<file path="src/rtl/array_fifo_pkg.sv">
// Shared constants and payload type for the array-backed FIFO controller.
package array_fifo_pkg;

    localparam int WIDTH  = 160;
    localparam int DEPTH  = 64;
    localparam int ADDR_W = $clog2(DEPTH);
    localparam int CNT_W  = $clog2(DEPTH + 3);

    typedef logic [WIDTH-1:0] payload_t;

endpackage

</file>
<file path="src/rtl/array_fifo_outbuf.sv">
// Two-entry in-order output buffer; absorbs the one-cycle read latency of the RAM macro.
module array_fifo_outbuf #(
    parameter int WIDTH = 160
) (
    input  logic             clock,
    input  logic             reset,
    input  logic             push,
    input  logic [WIDTH-1:0] push_data,
    input  logic             pop,
    output logic [1:0]       count,
    output logic [WIDTH-1:0] head
);

    logic [WIDTH-1:0] head_reg;
    logic [WIDTH-1:0] tail_reg;
    logic [1:0]       count_reg;

    always_ff @(posedge clock or posedge reset) begin
        if (reset) begin
            head_reg  <= '0;
            tail_reg  <= '0;
            count_reg <= 2'd0;
        end else begin
            case ({push, pop})
                2'b10: begin
                    if (count_reg == 2'd0) head_reg <= push_data;
                    else                   tail_reg <= push_data;
                    count_reg <= count_reg + 2'd1;
                end
                2'b01: begin
                    head_reg  <= tail_reg;
                    count_reg <= count_reg - 2'd1;
                end
                2'b11: begin
                    // Count is unchanged; the new word lands behind whatever survives the pop.
                    if (count_reg == 2'd1) begin
                        head_reg <= push_data;
                    end else begin
                        head_reg <= tail_reg;
                        tail_reg <= push_data;
                    end
                end
                default: ;
            endcase
        end
    end

    assign count = count_reg;
    assign head  = head_reg;

endmodule

</file>
<file path="src/rtl/array_7_fifo_ctrl.sv">
// Ready/valid FIFO controller driving an external 1W1R RAM macro with registered read.
// Define ARRAY_FIFO_BYPASS_EN to route enqueues straight to the output buffer when the FIFO is empty.
module array_7_fifo_ctrl
    import array_fifo_pkg::*;
#(
    parameter int WIDTH  = array_fifo_pkg::WIDTH,
    parameter int DEPTH  = array_fifo_pkg::DEPTH,
    parameter int ADDR_W = array_fifo_pkg::ADDR_W,
    parameter int CNT_W  = array_fifo_pkg::CNT_W
) (
    input  logic              clock,
    input  logic              reset,
    input  logic              io_enq_valid,
    output logic              io_enq_ready,
    input  logic [WIDTH-1:0]  io_enq_bits,
    output logic              io_deq_valid,
    input  logic              io_deq_ready,
    output logic [WIDTH-1:0]  io_deq_bits,
    output logic [CNT_W-1:0]  io_count,
    output logic [ADDR_W-1:0] ram_W0_addr,
    output logic              ram_W0_en,
    output logic [WIDTH-1:0]  ram_W0_data,
    output logic [ADDR_W-1:0] ram_R0_addr,
    output logic              ram_R0_en,
    input  logic [WIDTH-1:0]  ram_R0_data
);

    logic [ADDR_W-1:0] wr_ptr_reg;
    logic [ADDR_W-1:0] rd_ptr_reg;
    logic [CNT_W-1:0]  ram_cnt_reg;
    logic              inflight_reg;

    logic [1:0]        ob_cnt;
    logic [WIDTH-1:0]  ob_head;
    logic [2:0]        ob_pending;
    logic              enq_fire;
    logic              deq_fire;
    logic              issue;
    logic              bypass;
    logic              wr_en;
    logic              ob_push;
    logic [WIDTH-1:0]  ob_push_data;

    assign io_enq_ready = (ram_cnt_reg != CNT_W'(DEPTH));
    assign io_deq_valid = (ob_cnt != 2'd0);
    assign enq_fire     = io_enq_valid & io_enq_ready;
    assign deq_fire     = io_deq_valid & io_deq_ready;

    // Words the output buffer will be committed to after this cycle, not counting a new issue.
    assign ob_pending = {1'b0, ob_cnt} + {2'b00, inflight_reg} - {2'b00, deq_fire};
    assign issue      = (ram_cnt_reg != '0) && (ob_pending < 3'd2);

`ifdef ARRAY_FIFO_BYPASS_EN
    assign bypass = enq_fire && (ram_cnt_reg == '0) && !inflight_reg && (ob_pending < 3'd2);
`else
    assign bypass = 1'b0;
`endif

    assign wr_en        = enq_fire & ~bypass;
    assign ob_push      = inflight_reg | bypass;
    assign ob_push_data = inflight_reg ? ram_R0_data : io_enq_bits;

    assign ram_W0_en   = wr_en;
    assign ram_W0_addr = wr_ptr_reg;
    assign ram_W0_data = io_enq_bits;
    assign ram_R0_en   = issue;
    assign ram_R0_addr = rd_ptr_reg;

    assign io_count = ram_cnt_reg + CNT_W'(inflight_reg) + CNT_W'(ob_cnt);

    always_ff @(posedge clock or posedge reset) begin
        if (reset) begin
            wr_ptr_reg   <= '0;
            rd_ptr_reg   <= '0;
            ram_cnt_reg  <= '0;
            inflight_reg <= 1'b0;
        end else begin
            if (wr_en) wr_ptr_reg <= wr_ptr_reg + ADDR_W'(1);
            if (issue) rd_ptr_reg <= rd_ptr_reg + ADDR_W'(1);
            ram_cnt_reg  <= ram_cnt_reg + CNT_W'(wr_en) - CNT_W'(issue);
            inflight_reg <= issue;
        end
    end

    array_fifo_outbuf #(
        .WIDTH(WIDTH)
    ) u_outbuf (
        .clock     (clock),
        .reset     (reset),
        .push      (ob_push),
        .push_data (ob_push_data),
        .pop       (deq_fire),
        .count     (ob_cnt),
        .head      (ob_head)
    );

    assign io_deq_bits = ob_head;

endmodule

</file>
<file path="config.mk">
export PLATFORM = sky130hd
export DESIGN_NAME = array_7_fifo_ctrl
export DESIGN_NICKNAME = d
export VERILOG_FILES = /design/src/rtl/array_fifo_pkg.sv /design/src/rtl/array_fifo_outbuf.sv /design/src/rtl/array_7_fifo_ctrl.sv
export SDC_FILE = /design/constraint.sdc
export NUM_CORES = 1
export LEC_CHECK = 0
export ABC_AREA = 1
export CORE_AREA = 2 2 263 265
export DETAILED_ROUTE_END_ITERATION = 16
export DIE_AREA = 0 0 265 267
export PLACE_DENSITY_LB_ADDON = 0.25
export SYNTH_ARGS = -nofsm -noshare
export SYNTH_HDL_FRONTEND = slang
export SYNTH_SLANG_ARGS = --single-unit
</file>
<file path="constraint.sdc">
create_clock -name clock -period 10.9 [get_ports clock]
set_input_delay 2.18 -clock clock [delete_from_list [all_inputs] [get_ports clock]]
set_output_delay 2.18 -clock clock [all_outputs]
set_load 0.01 [all_outputs]
</file>
==> load_flow_metrics.sql <==
INSERT INTO impl_metrics (metric_group, metric, value, unit) VALUES
('floorplanning', 'die_area', '70800', 'µm²'),
('job', 'cap_violations', '0', ''),
('logic_synthesis', 'fraction_of_synthesized_area_in_multiplexers', '0', '%'),
('pwr', 'cellInternalPower', '4.23', 'mW'),
('place', 'placement_stage_cell_area', '25000', 'µm²'),
('worst_hold_path', 'hold_start', 'u_outbuf.tail_reg[7]$_DFFE_PP0P_', ''),
('cts', 'cts_tree', 'built', ''),
('pwr', 'clock_power_share', '19.0', '%'),
('floorplanning', 'initial_core_util', '27.9', '%'),
('cts', 'cts_root_buf', 'clkbuf_16', ''),
('global_route', 'antenna_found_initial', '0', ''),
('place', 'place.port_buffers', '666', ''),
('route', 'wl_per_cell', '14.6', 'µm'),
('logic_synthesis', 'synth_edf_count', '0', ''),
('timing', 'grt_setup_unrepaired', 'no', ''),
('pwr', 'power.switching_fraction', '40.6', '%'),
('critical_path', 'r2r_slack', '7.04', 'ns'),
('timing', 'timing_hold_violations_final', '0', ''),
('critical_path', 'timing.critical_path.required', '8.72', 'ns'),
('critical_path', 'critical_path_arrival', '4.89', 'ns'),
('pwr', 'power.sequential.fraction', '32.5', '%'),
('route', 'route.detailed.drc', '0', ''),
('floorplanning', 'design.portCount', '667', ''),
('place', 'gp_congestion', '0.802', ''),
('global_route', 'grt-ovfl-total', '0', ''),
('pwr', 'cellLeakagePower', '12.7', 'nW'),
('critical_path', 'timing.rr.start', 'u_outbuf.count[1]$_DFFE_PP0P_', ''),
('global_route', 'first_global_vias', '15800', ''),
('route', 'final_antenna_net_count', '0', ''),
('timing', 'fin_worst_skew', '0.00979', 'ns'),
('outcome', 'run_status', 'complete, no violations', ''),
('cts', 'h_tree_depth', '2', ''),
('logic_synthesis', 'post_synth_fa_ha_maj_area_fraction', '1.54', '%'),
('timing', 'worst_slew_margin_rel', '27.3', '%'),
('logic_synthesis', 'number_of_nets_in_the_synthesized_netlist', '2935', ''),
('critical_path', 'ff2ff_path_depth', '16', ''),
('timing', 'timing_max_transition_violations_final', '0', ''),
('place', 'post-dp-hpwl', '40200', 'µm'),
('global_route', 'maximum_number_of_pins_on_one_net_before_global_route_repair', '199', ''),
('logic_synthesis', 'synth.cell_area', '19000', 'µm²'),
('pwr', 'p_sw', '2.88', 'mW'),
('floorplanning', 'core_area', '68000', 'µm²'),
('cts', 'worst_skew_pair.late_latency', '0.55', 'ns'),
('floorplanning', 'rows', '96', ''),
('cts', 'cts_buffers', '42', ''),
('cts', 'post_cts_buffers', '0', ''),
('final_layout', 'post_route_standard_cell_area_excluding_fillers', '26300', 'µm²'),
('global_route', 'groute.usage.overall', '15.8', '%'),
('timing', 'max_freq', '141', 'MHz'),
('final_layout', 'nets', '3360', ''),
('timing', 'fin_crit', '7.07', 'ns'),
('worst_hold_path', 'min_delay_worst_endpoint', 'u_outbuf.tail_reg[7]$_DFFE_PP0P_', ''),
('logic_synthesis', 'xor_xnor_fraction_of_synth_area', '0.692', '%'),
('cts', 'clkSinkCount', '342', ''),
('logic_synthesis', 'syn_area_per_cell', '7.33', 'µm²'),
('logic_synthesis', 'synth.largest_area_cell', 'dfrtp_1', ''),
('route', 'vias_per_cell', '4.17', ''),
('logic_synthesis', 'synthDominantCellAreaShare', '45.1', '%'),
('cts', 'hold_fix_buffer_count_after_cts', '0', ''),
('logic_synthesis', 'yosys_register_bits', '342', ''),
('final_layout', 'multi_input_gate_area', '6560', 'µm²'),
('pwr', 'power_density', '270', 'nW/µm²'),
('floorplanning', 'die_x', '265', 'µm'),
('timing', 'worst-slew-pin-transition', '1.09', 'ns'),
('final_layout', 'n_antenna_cell', '0', ''),
('timing', 'accumulated_negative_setup_slack', '0', 'ns'),
('critical_path', 'end_kind', 'output port', ''),
('final_layout', 'seq_area', '8560', 'µm²'),
('logic_synthesis', 'post_synthesis_compound_gate_area_fraction', '13.0', '%'),
('logic_synthesis', 'netlist_top_cells_count', '709 x nand2_1, 512 x inv_1, 342 x dfrtp_1, 325 x o21ai_0, 179 x buf_4', ''),
('logic_synthesis', 'synth_simple_gate_area_share', '19.2', '%');
==> kinds of logic (layout without fill, tap and decap cells) <==
kind of cell / Yosys count / in the layout
AO/OA/AOI/OAI: 491 / 491
XOR/XNOR: 15 / 15
flip-flops: 342 / 342
buffers and inverters: 817 / 1272
AND/OR/NAND/NOR: 904 / 904
adder cells (fa/ha/maj): 21 / 21
==> routing by layer <==
metal  GRT usage (%)  wire [µm]  vias to the layer above
li1                -          -                     8604
met5               0          0                        -
met2            26.8      27700                      374
met1            20.5      25300                     7354
met3            3.43       3190                       60
met4            3.83        983                        0
==> placed cells by master (no fill, tap or decap) <==
master and count:
fa_1 4, inv_1 511, clkinvlp_4 2, clkbuf_1 14, dfrtp_4 1, o21ai_4 1
clkbuf_8 7, dfrtp_1 341, inv_2 4, xnor2_1 4, o21ai_1 162, nand2_8 1
inv_6 2, nand2_4 1, clkinv_4 1, clkbuf_16 45, a21oi_1 3, clkinv_2 4
o21ai_0 325, nor2_4 1, nand3_1 174, nor2_1 13, nand2_1 709, buf_12 3
buf_4 13, nand3_4 1, nand4_1 4, clkdlybuf4s50_1 666, xor2_1 11, ha_1 17
==> worst max path at each step <==
stage / slack (ns) / start / end / cells after the start
after detailed placement: 3.80 / io_deq_ready / ram_R0_en / 8
after floorplan: 4.15 / reset / inflight_reg$_DFF_PP0_ / 1
after global placement: 3.81 / io_deq_ready / ram_R0_en / 8
final: 3.83 / io_deq_ready / ram_R0_en / 8
after CTS: 3.78 / io_deq_ready / ram_R0_en / 8
after global routing: 3.64 / io_deq_ready / ram_R0_en / 8
==> critical path, stage by stage <==
cell and delay, ns:
clkdlybuf4s50_1 0.53, nand2_4 0.11, nor2_1 0.18, o21ai_0 0.14
fa_1 0.55, nand3_1 0.08, nor2_1 0.47, clkdlybuf4s50_1 0.66
==> power by group through the flow <==
| stage | clock network [mW] | logic (mW) | registers (mW) |
|---|---|---|---|
| floorplan | 0 | 1.98 | 2.40 |
| finish | 1.35 | 3.45 | 2.31 |
| global placement | 0 | 3.49 | 2.31 |
| global route | 1.46 | 3.94 | 2.40 |
| detailed placement | 0 | 3.52 | 2.33 |
| CTS | 1.41 | 3.54 | 2.32 |
==> area by class of cell <==
cell class	instances	share of cell area (%)
flip-flops and latches	342	32.5
repair buffers	682	25.9
multi-input cells	1431	24.9
inverters	516	7.37
clock buffers	66	4.84
well taps	882	4.19
clock inverters	8	0.204
==> metrics by stage <==
stage	instances	total power [mW]	util [%]	setup WS (ns)	hold slack (ns)
final	3927	7.11	38.7	3.83	0.482
after global placement	3853	5.80	36.8	3.81	0.467
after CTS	3927	7.26	38.7	3.78	0.488
after global routing	3927	7.80	38.7	3.64	0.501
after floorplan	2590	4.38	-	4.15	0.453
after detailed placement	3853	5.85	36.8	3.80	0.473
Power figures use the tool's default switching activity.
